$ cat src/rtl/contador.sv
// Up/down binary counter with terminal-value flags, a registered wrap pulse
// and a registered copy of the direction used in the last update.
module contador #(
    parameter int unsigned WIDTH    = 8,
    parameter bit          SATURATE = 1'b0
) (
    input  logic             clkk,
    input  logic             rstt,
    input  logic             udd,
    output logic [WIDTH-1:0] contt,
    output logic             max_o,
    output logic             min_o,
    output logic             wrap_o,
    output logic             dir_o
);

    localparam logic [WIDTH-1:0] MAX_V = '1;
    localparam logic [WIDTH-1:0] ONE_V = WIDTH'(1);

    logic [WIDTH-1:0] cnt_q, cnt_d;
    logic             wrap_q, wrap_d;
    logic             dir_q;

    always_comb begin
        cnt_d  = cnt_q;
        wrap_d = 1'b0;
        if (udd) begin
            if (cnt_q == MAX_V) begin
                // At a terminal value saturation holds; otherwise wrap and flag it.
                if (!SATURATE) begin
                    cnt_d  = '0;
                    wrap_d = 1'b1;
                end
            end else begin
                cnt_d = cnt_q + ONE_V;
            end
        end else begin
            if (cnt_q == '0) begin
                if (!SATURATE) begin
                    cnt_d  = MAX_V;
                    wrap_d = 1'b1;
                end
            end else begin
                cnt_d = cnt_q - ONE_V;
            end
        end
    end

    always_ff @(posedge clkk or negedge rstt) begin
        if (!rstt) begin
            cnt_q  <= '0;
            wrap_q <= 1'b0;
            dir_q  <= 1'b0;
        end else begin
            cnt_q  <= cnt_d;
            wrap_q <= wrap_d;
            dir_q  <= udd;
        end
    end

    assign contt  = cnt_q;
    assign max_o  = (cnt_q == MAX_V);
    assign min_o  = (cnt_q == '0);
    assign wrap_o = wrap_q;
    assign dir_o  = dir_q;

endmodule

$ cat config.mk
export PLATFORM = sky130hd
export DESIGN_NAME = contador
export DESIGN_NICKNAME = d
export VERILOG_FILES = /design/src/rtl/contador.sv
export SDC_FILE = /design/constraint.sdc
export NUM_CORES = 1
export LEC_CHECK = 0
export CAP_MARGIN = 20
export CORE_MARGIN = 8
export CORE_UTILIZATION = 43
export DETAILED_ROUTE_END_ITERATION = 8
export PLACE_DENSITY = 0.72
export SETUP_SLACK_MARGIN = 0.15
export SYNTH_ARGS = -nofsm -noshare
export SYNTH_HDL_FRONTEND = slang
export SYNTH_SLANG_ARGS = --single-unit
$ cat constraint.sdc
create_clock -name clkk -period 1.8 [get_ports clkk]
set_clock_uncertainty 0.1 [all_clocks]
set_input_delay 0.36 -clock clkk [delete_from_list [all_inputs] [get_ports clkk]]
set_output_delay 0.36 -clock clkk [all_outputs]
set_load 0.005 [all_outputs]
==> impl_metrics.toml, run 1 <==
[run_status]
status = "complete, but fails checks"
violations = "setup timing"

[clock_tree]
clock-sinks = 10
cts_tree = "yes"
postCtsHoldBufs = 0
clk_latency_ns = 0.27
clk_pin_slew_ns = 0.08
clockBufferDepth = 2
cts_root_buf = "clkbuf_4"
cts-buffers-inserted = 3
htreeDepth = 1

[final_layout]
drive_gt1_frac = 0.592
n_antenna_cell = 0
layout.nets = 137
area_growth_pct = 94.9
fill_cells = 57

[global_route]
grt_overflow = 0
antenna_found_initial = 0
grtUsageTotal = 0.138
grt_pass1_wl_um = 3550
grt_max_degree = 15
grt_pass1_vias = 797

[die]
dieArea_mm2 = 0.00315
ios = 15
coreArea_mm2 = 0.00151
die_w_um = 56.1
die_y_um = 56.1
start_util = 0.459
placementRows = 14

[critical_path]
path_cells = "inv_2 > ha_4 > or3b_4 > or4_4 > o221ai_2 > o21ai_1"
rr_worst_depth = 6
crit_path_start_kind = "flip-flop"
crit_required_ns = 1.83
cp_max_fo = 2
critical-path-top-delay-family = "simple AND/OR/NAND/NOR gates"
crit_arrival_ns = 2.03
ff2ff_setup_slack_ns = -0.20
crit_type = "reg2reg"
r2r-start = "contt[1]"
end_kind = "flip-flop"
max_stage_delay_ns = 0.42
reg2reg_to = "contt[6]"
critPathSlowestCell = "dfrtp_1"
cp_num_buf_inv = 1

[synthesis]
syn_avg_cell_area_um2 = 9.48
synth.cell_area_um2 = 692
synth_cells = 73
yosysWarnings = 0
ys_seq_area_frac = 0.362
synth_nets = 79
synth-edff-count = 0
synth.distinct_cells = 33
synth-seq-cells = 10
synthArstFlopShare = 1.00
ys.flop_type = "dfrtp_1"

[hold_path]
min-delay-path-class = "in2async"

[placed_design]
place_ws_ns = -0.247
hpwl_um = 1390
gp_congestion = 0.811
portBuffers = 14

[route]
drc = 0
first_iter_violations = 28
ant_nets = 0
wire_per_inst_um = 20.3
vias = 852
first_pass_iters = 4
viasPerCell = 5.84
totalWireLength_um = 2970

[sta]
hold_viol = 0
tns_ns = -0.752
fin_crit_sh = 1.11
finalWorstSetupSlack_ns = -0.200
fmax_ghz = 0.500
grt_setup_unrepaired = "true"
slew_headroom = 0.665
period_needed_ns = 2.00
setup_viol = 8
worstMarginPinSlew_ns = 0.500
finalMaxSlewViolations = 0

[pwr]
leakage_uw = 0.000620
power_density_mw_per_mm2 = 1290
ir_drop_v = 0.000862

[job]
maxCapViolCount = 0
-- worst max path at each step --
| stage | start | endpoint | slack [ns] | cells past startpoint |
|---|---|---|---|---|
| floorplan | contt[0] | contt[6] | -0.12 | 6 |
| global placement | contt[6] | min_o | -0.24 | 3 |
| detailed placement | contt[6] | min_o | -0.25 | 3 |
| CTS | contt[0] | contt[6] | -0.14 | 6 |
| global route | contt[1] | contt[6] | -0.25 | 6 |
| finish | contt[1] | contt[6] | -0.20 | 6 |
-- routing by layer --
layer / track usage / part of all wire / vias to the layer above
li1: - / - / 387
met1: 0.163 / 0.44 / 420
met2: 0.212 / 0.47 / 33
met3: 0.0434 / 0.055 / 12
met4: 0.0756 / 0.033 / 0
met5: 0 / 0 / -
-- repair_timing --
item                       CTS  global route
setup endpoints to repair   15            15
resized for setup           25            36
gates cloned                 0             0
setup buffers               10            15
pin swaps                    3             6
-- registers in the layout (all words and copies together), names as in the netlist --
name / cells
wrap_o: 1
dir_o: 1
contt: 8
-- layout by cell type (no fill, tap or decap), drive strengths merged --
cell type      count
or4                2
ha                 3
dlygate4sd2        2
clkdlybuf4s50      4
mux2i              2
nand4              2
nand3              3
o31a               2
o21ai              6
o221ai             2
dfrtp             10
o22ai              1
o311ai             2
xnor2              1
inv                5
clkbuf             6
nand2              5
a22oi              1
a21oi              3
o31ai              2
o21a               3
nor3               6
or3                1
dlymetal6s2s       4
nand2b             3
buf               46
mux2               1
a21o               1
or3b               1
-- cell usage after synthesis, types with 2 or more instances --
cell,count,area share
dfrtp_1,10,0.36
inv_1,5,0.027
nand2_1,5,0.027
nor3_1,5,0.036
o21ai_0,4,0.029
a21oi_1,3,0.022
ha_1,3,0.054
nand2b_1,3,0.027
nand3_1,3,0.022
o21a_1,3,0.033
buf_6,2,0.033
mux2i_1,2,0.029
nand4_1,2,0.018
o21ai_1,2,0.014
o221ai_1,2,0.025
o31ai_1,2,0.022
-- cell type report --
cell class	instances	area, µm²	share of cell area
clock buffer	4	26.3	0.0195
sequential	10	254	0.188
multi-input combinational	53	523	0.388
timing repair buffer	58	507	0.376
inverter	5	18.8	0.0139
tap	16	20.0	0.0148
-- kinds of logic (layout without fill, tap and decap cells) --
family                     count (synthesis)  count (layout)  share of synthesized area
AOI/OAI and AO/OA                         23              23                      0.241
xor gates and xnor gates                   1               1                     0.0127
adders and majority gates                  3               3                     0.0543
buffers and inverters                     10              67                     0.0832
DFF                                       10              10                      0.362
muxes                                      3               3                     0.0452
and+or+nand+nor                           23              23                      0.203
-- power by group --
part           internal (µW)  switching (µW)  total [µW]
clock                   85.7            82.5         168
combinational            636             536        1170
sequential               307            98.4         405
-- per-stage QoR --
| stage | instances | instance area [µm²] | power [µW] | util | hold WS (ns) |
|---|---|---|---|---|---|
| after floorplan | 73 | 701 | 741 | - | -0.0356 |
| after global placement | 117 | 965 | 1130 | 0.640 | 0.471 |
| after detailed placement | 117 | 965 | 1150 | 0.640 | 0.483 |
| after CTS | 131 | 1100 | 1390 | 0.733 | 0.331 |
| after global routing | 146 | 1350 | 1830 | 0.895 | 0.351 |
| final | 146 | 1350 | 1750 | 0.895 | 0.320 |
(Power assumes the default switching activity.)
==> inputs of run 2 (changes only) <==
--- a/config.mk
+++ b/config.mk
@@ -7,9 +7,10 @@
 export LEC_CHECK = 0
 export CAP_MARGIN = 20
 export CORE_MARGIN = 8
-export CORE_UTILIZATION = 43
+export CORE_UTILIZATION = 50
 export DETAILED_ROUTE_END_ITERATION = 8
-export PLACE_DENSITY = 0.72
+export GPL_TIMING_DRIVEN = 0
+export PLACE_DENSITY = 0.79
 export SETUP_SLACK_MARGIN = 0.15
 export SYNTH_ARGS = -nofsm -noshare
 export SYNTH_HDL_FRONTEND = slang
==> constraint.sdc (replaced) <==
create_clock -name clkk -period 2.3 [get_ports clkk]
set_clock_uncertainty 0.1 [all_clocks]
set_input_delay 0.46 -clock clkk [delete_from_list [all_inputs] [get_ports clkk]]
set_output_delay 0.46 -clock clkk [all_outputs]
set_load 0.005 [all_outputs]
==> impl_metrics.toml, run 2 (same netlist as run 1, synthesis figures left out) <==
[pwr]
swShare = 0.395
sequentialPowerShare = 0.294
power_density_mw_per_mm2 = 1030
clkPwrFrac = 0.125
leakage_uw = 0.000423
pwr-share-comb = 0.581
internal_power_uw = 615
switchingPower_uw = 401
fin_total_pwr_uw = 1020
ir_drop_v = 0.000702

[sta]
setup_viol = 0
grt_setup_unrepaired = "true"
slew_headroom = 0.671
worstMarginPinSlew_ns = 0.493
hold_viol = 0
fin_crit_sh = 0.945
fmax_ghz = 0.460
finalMaxSlewViolations = 0
period_needed_ns = 2.17

[placed_design]
placed_cell_area_um2 = 851
gp_congestion = 0.778
portBuffers = 14
hpwl_um = 1170

[critical_path]
cp_common_cell = "buf_6"
endpoint = "min_o"
critPathLaunch = "contt[6]"
r2r-start = "contt[0]"
max_stage_delay_ns = 0.56
crit_path_start_kind = "flip-flop"
cp_num_buf_inv = 2
crit_arrival_ns = 1.61
cp_max_fo = 2
cp.depth = 4
critPathSlowestCell = "or4_4"
rr_worst_depth = 7
ff2ff_setup_slack_ns = 0.20
crit_required_ns = 1.74
reg2reg_to = "contt[6]"
end_kind = "output port"
path_cells = "or4_4 > nor3_4 > buf_6 > buf_6"
critical-path-top-delay-family = "simple AND/OR/NAND/NOR gates"
crit_type = "reg2out"

[job]
maxCapViolCount = 0

[global_route]
grt_pass1_wl_um = 3110
grtUsageTotal = 0.148
antenna_found_initial = 0
grt_overflow = 0
grt_pass1_vias = 679
grt_max_degree = 11

[clock_tree]
clk_latency_ns = 0.28
cts-buffers-inserted = 3
clockBufferDepth = 2
htreeDepth = 1
cts_root_buf = "clkbuf_4"
clk_pin_slew_ns = 0.08
postCtsHoldBufs = 0
clock-sinks = 10
cts_tree = "yes"

[final_layout]
n_antenna_cell = 0
final_cell_area_um2 = 990
final_common_cell = "buf_4"
multi_input_area_um2 = 405
largest_reg_flops = 8
fill_cells = 105
utilization = 0.761
seq_area_um2 = 255
layout.nets = 110
final_cell_mix = "buf_4 (13), clkdlybuf4s50_1 (12), dfrtp_1 (6)"
area_growth_pct = 43.0
drive_gt1_frac = 0.324

[die]
ios = 15
placementRows = 13
start_util = 0.532
coreArea_mm2 = 0.00130
dieArea_mm2 = 0.00283
die_w_um = 53.2
die_y_um = 53.2

[route]
first_pass_iters = 4
totalWireLength_um = 1870
first_iter_violations = 27
drc = 0
ant_nets = 0
viasPerCell = 6.03
vias = 706
wire_per_inst_um = 16.0

[hold_path]
min-delay-path-class = "in2async"

[run_status]
status = "finished clean"
run 2: worst min-delay path by stage:
stage	slack (ns)	depth (start not counted)	from	end
2_1_floorplan	0.06	0	rstt	contt[0]
3_3_place_gp	0.41	1	contt[6]	contt[6]
3_5_place_dp	0.42	1	contt[6]	contt[6]
4_1_cts	0.42	1	rstt	contt[4]
5_1_grt	0.45	1	rstt	dir_o
6_report	0.40	1	rstt	dir_o
run 2: routing by layer:
layer  GRT usage  vias up  share of wire
li1            -      332              -
met1       0.171      338           0.42
met2       0.246       33           0.48
met3      0.0504        3          0.083
met4      0.0504        0          0.014
met5           0        -              0
run 2: worst reg2reg max path: cells and delay by family (launching register included):
family | cells | cell delay, ns
and+or+nand+nor | 2 | 0.81
AOI/OAI and AO/OA | 2 | 0.27
adders and majority gates | 1 | 0.20
buffers and inverters | 2 | 0.23
DFF | 1 | 0.40
run 2: area by class of cell:
type	count	area share
buffer	5	0.0392
clock buffer	3	0.0228
inverter	5	0.0190
multi-input combinational	53	0.410
sequential	10	0.258
tap	15	0.0190
timing repair buffer	26	0.233
run 2: what timing repair did:
| action | CTS | global route |
|---|---|---|
| hold endpoints to repair | 0 | 0 |
| resized for setup | 14 | 1 |
| pin swaps | 3 | 0 |
| setup endpoints to repair | 2 | 2 |
| setup buffers | 11 | 1 |
run 2: stage by stage:
stage | worst slack, ns | std cells | hold slack, ns | setup TNS, ns
global placement | -0.313 | 102 | 0.414 | -0.514
finish | 0.127 | 117 | 0.396 | 0
global route | 0.0939 | 117 | 0.455 | 0
detailed placement | -0.245 | 102 | 0.423 | -0.463
CTS | 0.145 | 116 | 0.417 | 0
floorplan | 0.336 | 73 | 0.0644 | 0
run 2: power by group through the flow:
| stage | Clock [µW] | Sequential, µW | Combinational [µW] |
|---|---|---|---|
| floorplan | 0 | 321 | 252 |
| global placement | 0 | 326 | 425 |
| detailed placement | 0 | 331 | 436 |
| CTS | 123 | 294 | 586 |
| global route | 134 | 307 | 649 |
| finish | 127 | 299 | 590 |
